--- src/rtl/photon_gate_scheduler.sv ---
// Sync-gated photon counter: delay/gate sequencing per sync edge, multi-frame accumulation, valid/ack result.
// Optional GATE_DBG_EN adds a registered gate_dbg pin that is high during GATE cycles.

// state | meaning
// IDLE  | waiting for a sync edge with en=1
// DELAY | counting down the latched delay
// GATE  | counting photon edges for the latched width
// DONE  | one cycle: fold frame into accumulator, maybe emit a result
module photon_gate_scheduler #(
  parameter int ACC_FRAMES     = 50,
  parameter int TIMEOUT_CYCLES = 3200000,
  parameter int CNT_W          = 20
) (
  input  logic             clk,
  input  logic             rst_n,
  input  logic             en,
  input  logic             sync_50Hz,
  input  logic             photon_pulse,
  input  logic [CNT_W-1:0] cfg_delay,
  input  logic [CNT_W-1:0] cfg_width,
  output logic [31:0]      dout,
  output logic             dout_valid,
  input  logic             dout_ack,
  output logic             overflow,
  output logic             sync_err,
  output logic             sync_lost
`ifdef GATE_DBG_EN
  ,
  output logic             gate_dbg
`endif
);

  localparam int TO_W = $clog2(TIMEOUT_CYCLES + 1);

  typedef enum logic [1:0] {IDLE, DELAY, GATE, DONE} state_t;

  state_t           state, state_nxt;
  logic [2:0]       sync_s, phot_s;
  logic             sync_edge, phot_edge;
  logic [CNT_W-1:0] timer, width_q;
  logic [31:0]      frame_cnt, acc, acc_new;
  logic [32:0]      acc_sum;
  logic [7:0]       frames;
  logic [TO_W-1:0]  to_cnt;
  logic             frame_last, load_result;

  // Two synchronizer flops, one history flop, then a registered edge pulse.
  always_ff @(posedge clk or negedge rst_n) begin
    if (!rst_n) begin
      sync_s    <= '0;
      phot_s    <= '0;
      sync_edge <= 1'b0;
      phot_edge <= 1'b0;
    end else begin
      sync_s    <= {sync_s[1:0], sync_50Hz};
      phot_s    <= {phot_s[1:0], photon_pulse};
      sync_edge <= sync_s[1] & ~sync_s[2];
      phot_edge <= phot_s[1] & ~phot_s[2];
    end
  end

  assign acc_sum     = {1'b0, acc} + {1'b0, frame_cnt};
  assign acc_new     = acc_sum[32] ? 32'hFFFF_FFFF : acc_sum[31:0];
  assign frame_last  = (frames == 8'(ACC_FRAMES - 1));
  assign load_result = en && (state == DONE) && frame_last;

  always_ff @(posedge clk or negedge rst_n) begin
    if (!rst_n) state <= IDLE;
    else        state <= state_nxt;
  end

  always_comb begin
    state_nxt = state;
    if (!en) begin
      state_nxt = IDLE;
    end else begin
      case (state)
        IDLE:
          if (sync_edge) begin
            if (cfg_delay != '0)      state_nxt = DELAY;
            else if (cfg_width != '0) state_nxt = GATE;
            else                      state_nxt = DONE;
          end
        DELAY: if (timer == CNT_W'(1)) state_nxt = (width_q != '0) ? GATE : DONE;
        GATE:  if (timer == CNT_W'(1)) state_nxt = DONE;
        DONE:  state_nxt = IDLE;
        default: state_nxt = IDLE;
      endcase
    end
  end

  // Timer is reused: loaded with the delay, then reloaded with the width.
  always_ff @(posedge clk or negedge rst_n) begin
    if (!rst_n) begin
      timer     <= '0;
      width_q   <= '0;
      frame_cnt <= '0;
      acc       <= '0;
      frames    <= '0;
    end else if (!en) begin
      timer     <= '0;
      width_q   <= '0;
      frame_cnt <= '0;
      acc       <= '0;
      frames    <= '0;
    end else begin
      case (state)
        IDLE: begin
          frame_cnt <= '0;
          if (sync_edge) begin
            width_q <= cfg_width;
            timer   <= (cfg_delay != '0) ? cfg_delay : cfg_width;
          end
        end
        DELAY: timer <= (timer == CNT_W'(1)) ? width_q : timer - CNT_W'(1);
        GATE: begin
          timer <= timer - CNT_W'(1);
          if (phot_edge && frame_cnt != 32'hFFFF_FFFF) frame_cnt <= frame_cnt + 32'd1;
        end
        DONE: begin
          if (frame_last) begin
            acc    <= '0;
            frames <= '0;
          end else begin
            acc    <= acc_new;
            frames <= frames + 8'd1;
          end
        end
        default: ;
      endcase
    end
  end

  // An ack in the same cycle as a new result consumes the old one, so no overflow.
  always_ff @(posedge clk or negedge rst_n) begin
    if (!rst_n) begin
      dout       <= '0;
      dout_valid <= 1'b0;
      overflow   <= 1'b0;
    end else if (load_result) begin
      dout       <= acc_new;
      dout_valid <= 1'b1;
      if (dout_valid && !dout_ack) overflow <= 1'b1;
    end else if (dout_valid && dout_ack) begin
      dout_valid <= 1'b0;
    end
  end

  always_ff @(posedge clk or negedge rst_n) begin
    if (!rst_n)                            sync_err <= 1'b0;
    else if (sync_edge && state != IDLE)   sync_err <= 1'b1;
  end

  always_ff @(posedge clk or negedge rst_n) begin
    if (!rst_n) begin
      to_cnt    <= '0;
      sync_lost <= 1'b0;
    end else if (!en) begin
      to_cnt    <= '0;
      sync_lost <= 1'b0;
    end else if (sync_edge) begin
      to_cnt    <= '0;
      sync_lost <= 1'b0;
    end else if (to_cnt != TO_W'(TIMEOUT_CYCLES)) begin
      to_cnt <= to_cnt + TO_W'(1);
      if (to_cnt == TO_W'(TIMEOUT_CYCLES - 1)) sync_lost <= 1'b1;
    end
  end

`ifdef GATE_DBG_EN
  always_ff @(posedge clk or negedge rst_n) begin
    if (!rst_n) gate_dbg <= 1'b0;
    else        gate_dbg <= (state_nxt == GATE);
  end
`endif

endmodule

--- config.mk ---
export PLATFORM = sky130hd
export DESIGN_NAME = photon_gate_scheduler
export DESIGN_NICKNAME = d
export VERILOG_FILES = /design/src/rtl/photon_gate_scheduler.sv
export SDC_FILE = /design/constraint.sdc
export NUM_CORES = 1
export LEC_CHECK = 0
export CAP_MARGIN = 20
export CORE_ASPECT_RATIO = 0.9
export CORE_UTILIZATION = 53
export DETAILED_ROUTE_END_ITERATION = 6
export PLACE_DENSITY = 0.77
export SYNTH_ARGS = -nofsm -noshare
export SYNTH_HDL_FRONTEND = slang
export SYNTH_SLANG_ARGS = --single-unit
--- constraint.sdc ---
create_clock -name clk -period 2.65 [get_ports clk]
set_input_delay 0.3975 -clock clk [delete_from_list [all_inputs] [get_ports clk]]
set_output_delay 0.3975 -clock clk [all_outputs]
set_load 0.01 [all_outputs]
Yosys cells after proc, flatten, opt, wreduce, memory -nomap -nowiden
Index checks and enable logic that the tools add are counted.
Widths: inputs -> output; s select.

operators by class
  add/sub/neg operators = 5
  reductions and logical operators = 19
  muxes and demuxes = 35
  bitwise logic cells = 4
  eq/ne operators = 19

operator list
  cell                   number
  $mux 32                6
  $mux 20                7
  $mux 22                3
  $pmux 32 s2            1
  $pmux 20 s3            1
  $reduce_bool 20->1     3
  $add 32x32->33         1
  $add 32x1->32 const B  1
  $ne 32x32->1 const B   1
  $mux 8                 3
  $add 22x1->22 const B  1
  $eq 22x22->1 const B   1
  $ne 22x22->1 const B   1
  $eq 20x1->1 const B    1
  $sub 20x1->20 const B  1
  $ne 3x3->1 const B     4
  $mux 2                 5
  $reduce_and 2->1       5
  $ne 3x1->1 const B     3
  $add 8x1->8 const B    1
  $eq 8x6->1 const B     1
  $mux 1                 8
  $pmux 2 s4             1
  $logic_and 1x1->1      6
  10 further kinds       16

storage, ports and cells
  register bits = 180
  logic and storage cells = 98
  bits of input ports = 46
  output and inout port bits = 36

Depth between registers and ports, before layout
Gate-level depths: netlist of run 1.

  depth after elaboration = 6
  mapped depth = 12
  gate-level depth less buffers = 11

Worst setup path before layout of run 1
Ideal clock, no wire load.

  kind = register -> register
  start point = register frame_cnt[0]
  end point = register dout[26]
  setup time = 125 ps
  required time = 2525 ps
  setup slack = -184 ps
  cell stages (with the launch flop) = 12
  clock period less this slack = 2834 ps
  arrival = 2709 ps
  buffers on the path = 1
  cells stage by stage = dfrtp_1 ha_1 fa_1 a21o_1 a221o_1 a211oi_2 nor3_2 a21oi_4 o21a_1 buf_4 nand2_1 mux2_2

between the ends
  word-level cells in the longest chain between the ends = 2

RTL lines
  item                      RTL line  text
  start: declaration        41        logic [31:0] frame_cnt, acc, acc_new;
  start signal: assignment  118       if (phot_edge && frame_cnt != 32'hFFFF_FFFF) frame_cnt <= frame_cnt + 32'd1;
  $add 32x32->33            62        assign acc_sum = {1'b0, acc} + {1'b0, frame_cnt};
  $mux 32                   63        assign acc_new = acc_sum[32] ? 32'hFFFF_FFFF : acc_sum[31:0];
  end signal: assignment    141       dout <= acc_new;
  end: declaration          21        output logic [31:0] dout,

No other way between the ends.
A chain may end at the register's enable or synchronous reset.

Worst setup path in the final report of run 1
  start point = register acc[0]
  end point = register dout[28]

between the ends
  word-level cells in the longest chain between the ends = 2

RTL lines
  item                      RTL line  text
  start: declaration        41
  start signal: assignment  125       acc <= acc_new;
  $add 32x32->33            62
  $mux 32                   63

No other way between the ends.

==> flow_summary.yaml, run 1 <==
outcome:
  status: "finished, violations left"
  violations: "hold timing, setup timing"
timing:
  drv_slew: 0
  layout_setup_ws_ns: -0.2913
  whs_ns: -0.02455
  hold_viol_final: 13
  slew-limit-headroom_pct: 43.59
  skew_ns: 0.01373
  setup_viol: 64
  fmax_mhz: 340.0
  fin_crit_sh_pct: 111.0
  min_period_ns: 2.941
  tightest_slew_ns: 0.8461
  rsz0062_at_grt: "yes"
critical_path:
  path_cells: "ha_2 -> fa_2 -> a21o_1 -> a221o_1 -> a211oi_2 -> nor3_2 -> a21oi_4 -> buf_6 -> mux2i_1 -> nand2_1 -> mux2_4"
  r2r_start: "acc[0]$_DFFE_PN0P_"
  timing.reg2reg.setup_slack_ns: -0.29
  slowest_delay_ns: 0.39
  critical_path_required_ns: 2.97
  reg2reg_depth: 11
  crit_type: "register to register"
  rr_endpoint: "dout[28]$_DFFE_PN0P_"
  cp_max_fo: 4
  critPathTopFamily: "compound AO/OA/AOI/OAI gates"
  end_kind: "register"
  cp-start-kind: "register"
  worstPathArrival_ns: 3.27
  crit_path_top_delay_cell: "dfrtp_1"
  crit_buf_inv: 1
power:
  seqPwrFrac_pct: 42.1
  power_density_nw_per_um2: 568.8
  p_int_mw: 4.986
  totalPowerFinal_mw: 7.387
  ir_worst_vdd_uv: 428.5
  p_leak_nw: 5.938
  power.share.clock_pct: 32.2
  comb_power_share_pct: 25.7
  sw_frac_of_total_pct: 32.50
  p_switching_mw: 2.401
clocking:
  cts_tree: "yes"
  cts_made_buffers: 17
  root_buffer: "clkbuf_16"
  cts-hold-fix-buffers: 0
  clock_latency_ns: 0.44
  htree_levels: 4
  clock_sinks: 180
  cts.path.max_buffers: 2
  clkTransAtPathRegs_ns: 0.06
routing:
  drtIter0Drc: 673
  wl_mm: 27.52
  vias_per_cell: 5.973
  vias: 9282
  dr.pass1.iters: 5
  wl_per_cell_um: 17.71
  ant_nets: 0
  drc_errors: 0
finish:
  drive_gt1_share_pct: 17.48
  final_area_um2: 12990
  final_cell_mix: "dfrtp_1 (180), nand2_1 (138), buf_4 (112)"
  nNetsFinal: 1381
  area_growth_syn_to_layout_pct: 25.99
  diodes: 0
  final_common_cell: "dfrtp_1"
floorplanning:
  dieArea_um2: 20010
  top_level_ports: 82
  die_w_um: 149.0
  core.rowCount: 48
  coreArea_um2: 19100
  start_util_pct: 53.98
  die_h_um: 134.3
grt:
  track_usage_pct: 28.62
  grt_first_pass_wirelength_mm: 45.17
  met2_usage_pct: 44.88
  grt_pass1_vias: 9052
  overflow: 0
  grt_max_degree: 77
  met3_usage_pct: 5.340
  antenna_found_initial: 0
  grt_busiest_layer: "met2"
  use_met1_pct: 39.94
yosys:
  synthArstFlopShare_pct: 100.0
  synth_edf_count: 0
  postSynthCellCount: 1116
  avgSynthCellArea_um2: 9.237
  ys_seq_area_share_pct: 43.69
  netlist-cell-type-count: 68
  synth_warnings: 0
  ys_seq_elements: 180
  synth_nets: 1206
  synth_ff_type: "dfrtp_1"
  syn_area_um2: 10310
placement:
  place_congestion: 0.9225
  io_buffers: 81
  dpl_cell_area_um2: 12100
  place_hpwl_mm: 18.87
hold_path:
  worstHoldPathType: "primary input to async pin"
run:
  drv_cap: 0
==> repair_timing <==
item,in CTS,in global routing
pin swaps,35,19
setup endpoints to repair,64,72
resized for setup,35,55
cloned,2,0
endpoints found under the hold margin,0,0
buffers inserted,11,4
==> worst max-delay path by stage <==
stage	start	cells past startpoint	slack [ns]	to
finish	acc[0]$_DFFE_PN0P_	11	-0.29	dout[28]$_DFFE_PN0P_
global route	acc[0]$_DFFE_PN0P_	11	-0.38	dout[28]$_DFFE_PN0P_
CTS	acc[0]$_DFFE_PN0P_	11	-0.18	dout[28]$_DFFE_PN0P_
detailed placement	acc[0]$_DFFE_PN0P_	11	-0.29	dout[28]$_DFFE_PN0P_
global placement	acc[0]$_DFFE_PN0P_	11	-0.25	dout[28]$_DFFE_PN0P_
floorplan	frame_cnt[0]$_DFFE_PN0P_	11	-0.17	dout[26]$_DFFE_PN0P_
==> sequential cells by signal, indices dropped and copies added, names as in the netlist <==
register and count:
dout_valid 1, width_q 20, to_cnt 22, timer 20, dout 32, sync_lost 1
frame_cnt 32, overflow 1, acc 32, sync_edge 1, phot_s 3, sync_err 1
state 2, frames 8, phot_edge 1, sync_s 3
==> power by group through the flow <==
stage	clock, mW	combinational (mW)	sequential, mW
floorplan	0	1.30	3.10
global placement	0	1.82	3.14
detailed placement	0	1.86	3.15
CTS	2.41	1.87	3.10
global route	2.53	2.07	3.13
finish	2.38	1.90	3.11
==> metrics by stage <==
stage	setup WS (ns)	instances	TNS, ns	util, %
2_1_floorplan	-0.1676	1116	-3.346	-
3_3_place_gp	-0.2508	1505	-9.355	63.33
3_5_place_dp	-0.2871	1505	-11.17	63.33
4_1_cts	-0.1833	1550	-5.398	67.32
5_1_grt	-0.3772	1554	-17.24	68.00
6_report	-0.2913	1554	-11.32	68.00
==> worst register-to-register path, cell delays in order (launching register included) <==
cell and delay, ns:
dfrtp_1 0.39, ha_2 0.21, fa_2 0.35, a21o_1 0.18
a221o_1 0.39, a211oi_2 0.25, nor3_2 0.12, a21oi_4 0.22
buf_6 0.13, mux2i_1 0.18, nand2_1 0.11, mux2_4 0.32
==> layout make-up <==
| cell class | count | area (um2) |
|---|---|---|
| multi-input cells | 866 | 5707 |
| clock buffers | 25 | 495.5 |
| well taps | 250 | 312.8 |
| inverters | 19 | 71.32 |
| repair buffers | 207 | 1848 |
| clock inverters | 7 | 48.80 |
| fillers | 1507 | 6111 |
| flip-flops and latches | 180 | 4504 |
==> per-layer routing <==
| layer | share of wire, % | vias up |
|---|---|---|
| met5 | 0 | - |
| met4 | 2.0 | 0 |
| met3 | 5.3 | 44 |
| met2 | 47 | 264 |
| met1 | 45 | 4568 |
| li1 | - | 4406 |
==> cell usage after synthesis, types with 4 or more instances <==
library cell	count	share of area, %
dfrtp_1	180	44
nand2_1	144	5.2
nor2_1	111	4.0
o21ai_0	84	4.1
xor2_1	59	5.0
nand3_1	45	2.2
ha_1	43	5.2
a21oi_1	42	2.0
clkbuf_1	37	1.3
a22o_1	33	2.8
nor3_1	27	1.3
nand4_1	22	1.3
nor4_1	22	1.3
a211o_1	20	1.7
inv_1	19	0.69
a21o_1	18	1.3
and3_1	18	1.1
xnor2_1	18	1.5
a31oi_1	15	0.91
o211ai_1	10	0.73
mux2_2	9	0.98
and4_1	8	0.68
o21ai_1	8	0.39
o21bai_1	8	0.58
a32o_1	7	0.68
nor2b_1	7	0.42
nor3b_1	7	0.51
buf_2	6	0.29
and2_1	5	0.30
o311a_1	5	0.49
o31ai_1	5	0.36
or3_1	5	0.30
nand2b_1	4	0.24
or2_2	4	0.24
==> cell families after synthesis <==
family	synth area share, %
DFF	43.69
xor gates and xnor gates	6.542
muxes	1.177
adders and majority gates	5.413
and+or+nand+nor	20.91
buffers and inverters	2.937
AOI/OAI and AO/OA	19.32
(Power assumes the default switching activity.)
==> run 2, diff against run 1 <==
- CORE_UTILIZATION: 53 -> 61
- CTS_BUF_LIST: default -> sky130_fd_sc_hd__clkbuf_2 sky130_fd_sc_hd__clkbuf_4 sky130_fd_sc_hd__clkbuf_8
- PLACE_DENSITY: 0.77 -> 0.83
- clock period: 2.65 -> 3 ns (I/O delays scaled with it)
==> flow_summary.yaml, run 2 (synthesis results as in run 1) <==
outcome:
  status: "finished, violations left"
  violations: "DRC"
placement:
  dp_cells: 1390
  place_congestion: 0.9105
  io_buffers: 81
  dpl_cell_area_um2: 11490
  place_hpwl_mm: 18.01
timing:
  rsz0062_at_grt: "yes"
  hold_viol_final: 0
  fin_crit_sh_pct: 99.29
  min_period_ns: 2.979
  fmax_mhz: 335.7
  skew_ns: 0.01149
  tightest_slew_ns: 0.5864
  fin_setup_tns_ns: 0
  whs_ns: 0.3551
  setup_viol: 0
  drv_slew: 0
  slew-limit-headroom_pct: 60.91
clocking:
  clock_sinks: 180
  cts_made_buffers: 17
  cts.path.max_buffers: 2
  htree_levels: 4
  root_buffer: "clkbuf_8"
  cts_tree: "yes"
  clkTransAtPathRegs_ns: 0.09
  clock_latency_ns: 0.47
critical_path:
  end_kind: "register"
  cp_max_fo: 4
  cp-start-kind: "register"
  crit_buf_inv: 1
  critical_path_required_ns: 3.36
  crit_path_top_delay_cell: "a221o_2"
  timing.reg2reg.setup_slack_ns: 0.02
  critPathTopFamily: "compound AO/OA/AOI/OAI gates"
  path_cells: "ha_2 -> fa_2 -> a21o_1 -> a221o_2 -> a211oi_4 -> nor3_4 -> a21oi_4 -> buf_12 -> mux2i_1 -> nand2_1 -> mux2_2"
  worstPathArrival_ns: 3.34
  crit_type: "register to register"
  slowest_delay_ns: 0.43
grt:
  grt_max_degree: 73
  grt_pass1_vias: 8498
  track_usage_pct: 30.75
  overflow: 0
  antenna_found_initial: 0
  grt_first_pass_wirelength_mm: 42.75
routing:
  wl_per_cell_um: 18.07
  ant_nets: 0
  vias: 9053
  wl_mm: 25.86
  dr.pass1.iters: 7
  drtIter0Drc: 719
  vias_per_cell: 6.326
  drc_errors: 2
power:
  p_leak_nw: 5.494
  ir_worst_vdd_uv: 558.7
  power_density_nw_per_um2: 506.4
finish:
  final_area_um2: 12100
  fin_cells: 1431
  final_cell_mix: "dfrtp_1 (180), nand2_1 (138), nor2_1 (105)"
  diodes: 0
  finish.utilization_pct: 74.02
  top_regs: "acc (32), dout (32), frame_cnt (32)"
  area_growth_syn_to_layout_pct: 17.41
  final_common_cell: "dfrtp_1"
  drive_gt1_share_pct: 11.27
  nNetsFinal: 1302
floorplanning:
  core.rowCount: 44
  top_level_ports: 82
  start_util_pct: 63.05
  die_w_um: 139.0
  dieArea_um2: 17420
  coreArea_um2: 16350
  die_h_um: 125.3
hold_path:
  worstHoldPathType: "register to register"
run:
  drv_cap: 0
-- run 2: cell count changes in the layout (fill, tap and decap cells not counted), sizes merged --
| cell | change |
|---|---|
| clkbuf | -2 |
| bufinv | +2 |
| buf | -79 |
| o21ai | -1 |
| inv | +1 |
| dlygate4sd3 | +1 |
| clkinvlp | -2 |
-- run 2: final timing paths --
kind	from	endpoint	cells past startpoint
max reg2reg	acc[0]$_DFFE_PN0P_	dout[28]$_DFFE_PN0P_	11
max	acc[0]$_DFFE_PN0P_	dout[28]$_DFFE_PN0P_	11
min	sync_s[0]$_DFF_PN0_	sync_s[1]$_DFF_PN0_	0
min reg2reg	sync_s[0]$_DFF_PN0_	sync_s[1]$_DFF_PN0_	0
max in group asynchronous	rst_n	frame_cnt[15]$_DFFE_PN0P_	3
min in group asynchronous	rst_n	to_cnt[20]$_DFFE_PN0P_	2
-- run 2: what timing repair did --
action / CTS / global route
endpoints found under the hold margin: 36 / 0
hold buffers: 1 / 0
endpoints found under the setup margin: 22 / 63
pin swaps: 8 / 12
resized for setup: 14 / 20
buffers inserted: 8 / 1
-- run 2: cell type report --
cell class | instances | area, um2
clock buffers | 23 | 304.0
clock inverters | 8 | 98.84
fillers | 1191 | 4248
inverters | 19 | 71.32
multi-input cells | 865 | 5605
flip-flops and latches | 180 | 4504
well taps | 207 | 259.0
repair buffers | 129 | 1260
-- run 2: per-stage QoR --
step                setup WS [ns]  total power, mW
floorplan                  0.1659            3.885
global placement          0.06232            4.380
detailed placement       -0.05347            4.415
CTS                      -0.06093            6.133
global route             -0.08644            6.420
finish                    0.02124            6.129
-- run 2: per-layer routing --
layer | vias to the layer above | track usage [%] | part of all wire [%] | wire length, um
met4 | 0 | 10.13 | 2.3 | 606
li1 | 4233 | - | - | -
met2 | 330 | 47.36 | 46 | 11830
met3 | 55 | 6.702 | 6.3 | 1627
met1 | 4435 | 43.41 | 46 | 11800
met5 | - | 0 | 0 | 0
-- run 2: worst register-to-register path: stages, from the launching register on --
cell      delay (ns)
dfrtp_1         0.40
ha_2            0.19
fa_2            0.35
a21o_1          0.19
a221o_2         0.43
a211oi_4        0.30
nor3_4          0.09
a21oi_4         0.18
buf_12          0.13
mux2i_1         0.20
nand2_1         0.11
mux2_2          0.29
-- run 2: report_power, final --
part / total (mW) / switching [mW] / internal, mW
logic: 1.67 / 0.992 / 0.678
clock network: 1.72 / 0.879 / 0.842
registers: 2.74 / 0.165 / 2.57
==> run 3, diff against run 2 <==
- CORE_UTILIZATION: 61 -> 56
- PLACE_DENSITY: 0.83 -> 0.77
==> flow_summary.yaml, run 3 (synthesis results as in run 1) <==
outcome:
  status: "finished, violations left"
  violations: "setup timing"
finish:
  final_common_cell: "dfrtp_1"
  num-fill-cells: 1457
  drive_gt1_share_pct: 10.07
  diodes: 0
  final_cell_mix: "dfrtp_1 (180), nand2_1 (144), nor2_1 (106)"
  finish.utilization_pct: 67.50
  fin_cells: 1461
  nNetsFinal: 1298
  area_growth_syn_to_layout_pct: 16.84
  final_area_um2: 12040
  top_regs: "acc (32), dout (32), frame_cnt (32)"
timing:
  skew_ns: 0.01306
  setup_viol: 2
  fin_setup_tns_ns: -0.03431
  rsz0062_at_grt: "yes"
  slew-limit-headroom_pct: 47.59
  hold_viol_final: 0
  tightest_slew_ns: 0.7861
  fin_crit_sh_pct: 100.9
  layout_setup_ws_ns: -0.02849
  min_period_ns: 3.028
  drv_slew: 0
  fmax_mhz: 330.2
clocking:
  htree_levels: 4
  clock_latency_ns: 0.47
  clock_sinks: 180
  cts.path.max_buffers: 2
  cts_made_buffers: 17
  cts_tree: "yes"
  clkTransAtPathRegs_ns: 0.10
  root_buffer: "clkbuf_8"
routing:
  dr.pass1.iters: 5
  ant_nets: 0
  vias_per_cell: 6.046
  drtIter0Drc: 692
  vias: 8833
  wl_per_cell_um: 17.38
  wl_mm: 25.39
  drc_errors: 0
hold_path:
  holdPathEnd: "phot_s[1]$_DFF_PN0_"
  worstHoldPathType: "register to register"
  min_from: "phot_s[0]$_DFF_PN0_"
  hold_depth: 0
placement:
  dp_cells: 1422
  place_congestion: 0.9285
  place_hpwl_mm: 17.84
  dpl_cell_area_um2: 11540
  io_buffers: 81
grt:
  antenna_found_initial: 0
  grt_first_pass_wirelength_mm: 41.25
  grt_pass1_vias: 8136
  met3_usage_pct: 5.278
  grt_max_degree: 76
  use_met1_pct: 38.90
  met2_usage_pct: 42.19
  track_usage_pct: 27.24
  overflow: 0
  grt_busiest_layer: "met2"
floorplanning:
  coreArea_um2: 17840
  die_h_um: 130.7
  start_util_pct: 57.78
  core.rowCount: 46
  top_level_ports: 82
  dieArea_um2: 18960
  die_w_um: 145.0
critical_path:
  crit_type: "register to register"
  path_cells: "ha_2 -> fa_2 -> a21o_1 -> a221o_1 -> a211oi_2 -> nor3_2 -> a21oi_4 -> buf_12 -> mux2i_1 -> nand2_1 -> mux2_4"
  timing.reg2reg.setup_slack_ns: -0.03
  end_kind: "register"
  cp-start-kind: "register"
  critPathTopFamily: "compound AO/OA/AOI/OAI gates"
  critical_path_required_ns: 3.37
  reg2reg_depth: 11
  worstPathArrival_ns: 3.40
  slowest_delay_ns: 0.42
  crit_buf_inv: 1
  r2r_start: "acc[0]$_DFFE_PN0P_"
  cp_max_fo: 5
  rr_endpoint: "dout[28]$_DFFE_PN0P_"
  crit_path_top_delay_cell: "a221o_1"
power:
  totalPowerFinal_mw: 6.047
  comb_power_share_pct: 27.7
  power_density_nw_per_um2: 502.1
  power.share.clock_pct: 26.9
  sw_frac_of_total_pct: 34.75
  p_switching_mw: 2.101
  p_int_mw: 3.946
  ir_worst_vdd_uv: 380.6
  seqPwrFrac_pct: 45.4
  p_leak_nw: 5.423
run:
  drv_cap: 0
-- run 3: changes by cell type in the layout (fill, tap and decap cells not counted), moves of 2 or more --
cell	before	now
buf_4	39	35
clkbuf_8	22	19
clkinv_4	0	2
clkinv_2	3	1
clkinvlp_4	2	6
nand2_2	4	0
nand2_1	138	144
inv_6	1	3
nand2_4	2	0
-- run 3: worst max path at each step --
stage / end / slack (ns) / cells after the start / start
global placement: dout[26]$_DFFE_PN0P_ / 0.05 / 11 / frame_cnt[0]$_DFFE_PN0P_
floorplan: dout[26]$_DFFE_PN0P_ / 0.17 / 11 / frame_cnt[0]$_DFFE_PN0P_
global route: dout[28]$_DFFE_PN0P_ / -0.15 / 11 / acc[0]$_DFFE_PN0P_
finish: dout[28]$_DFFE_PN0P_ / -0.03 / 11 / acc[0]$_DFFE_PN0P_
detailed placement: dout[24]$_DFFE_PN0P_ / 0.02 / 11 / frame_cnt[0]$_DFFE_PN0P_
CTS: acc[13]$_DFFE_PN0P_ / 0.008 / 9 / frame_cnt[18]$_DFFE_PN0P_
-- run 3: layout make-up --
class                           count  area (um2)  share of cell area (%)
Clock buffer                       19       255.2                   2.119
Multi-Input combinational cell    866        5570                   46.25
Sequential cell                   180        4504                   37.40
Tap cell                          240       300.3                   2.493
Inverter                           19       71.32                  0.5921
Timing Repair Buffer              124        1219                   10.12
Clock inverter                     13       123.9                   1.028
-- run 3: through the flow --
step / hold WS (ns) / setup WS [ns]
2_1_floorplan: 0.1544 / 0.1659
3_3_place_gp: 0.3359 / 0.05039
3_5_place_dp: 0.3385 / 0.01874
4_1_cts: 0.3604 / 0.008039
5_1_grt: 0.3652 / -0.1509
6_report: 0.3592 / -0.02849
-- run 3: layer usage --
| metal | part of all wire (%) | wire length [um] | vias to the layer above |
|---|---|---|---|
| met3 | 6.1 | 1555 | 29 |
| met4 | 1.4 | 346 | 0 |
| met5 | 0 | 0 | - |
| met2 | 45 | 11470 | 275 |
| li1 | - | - | 4226 |
| met1 | 47 | 12020 | 4303 |
-- run 3: power groups by stage --
stage | Clock [mW] | Sequential [mW] | Combinational, mW
global route | 1.75 | 2.76 | 1.83
finish | 1.63 | 2.74 | 1.68
detailed placement | 0 | 2.78 | 1.64
CTS | 1.66 | 2.74 | 1.66
floorplan | 0 | 2.74 | 1.15
global placement | 0 | 2.77 | 1.61
-- run 3: timing repair --
item | 4_1_cts | 5_1_grt
setup endpoints to repair | 7 | 55
pin swaps | 1 | 11
gates cloned | 0 | 1
setup buffers | 1 | 4
hold buffers | 1 | 0
hold endpoints to repair | 25 | 0
resized for setup | 2 | 13
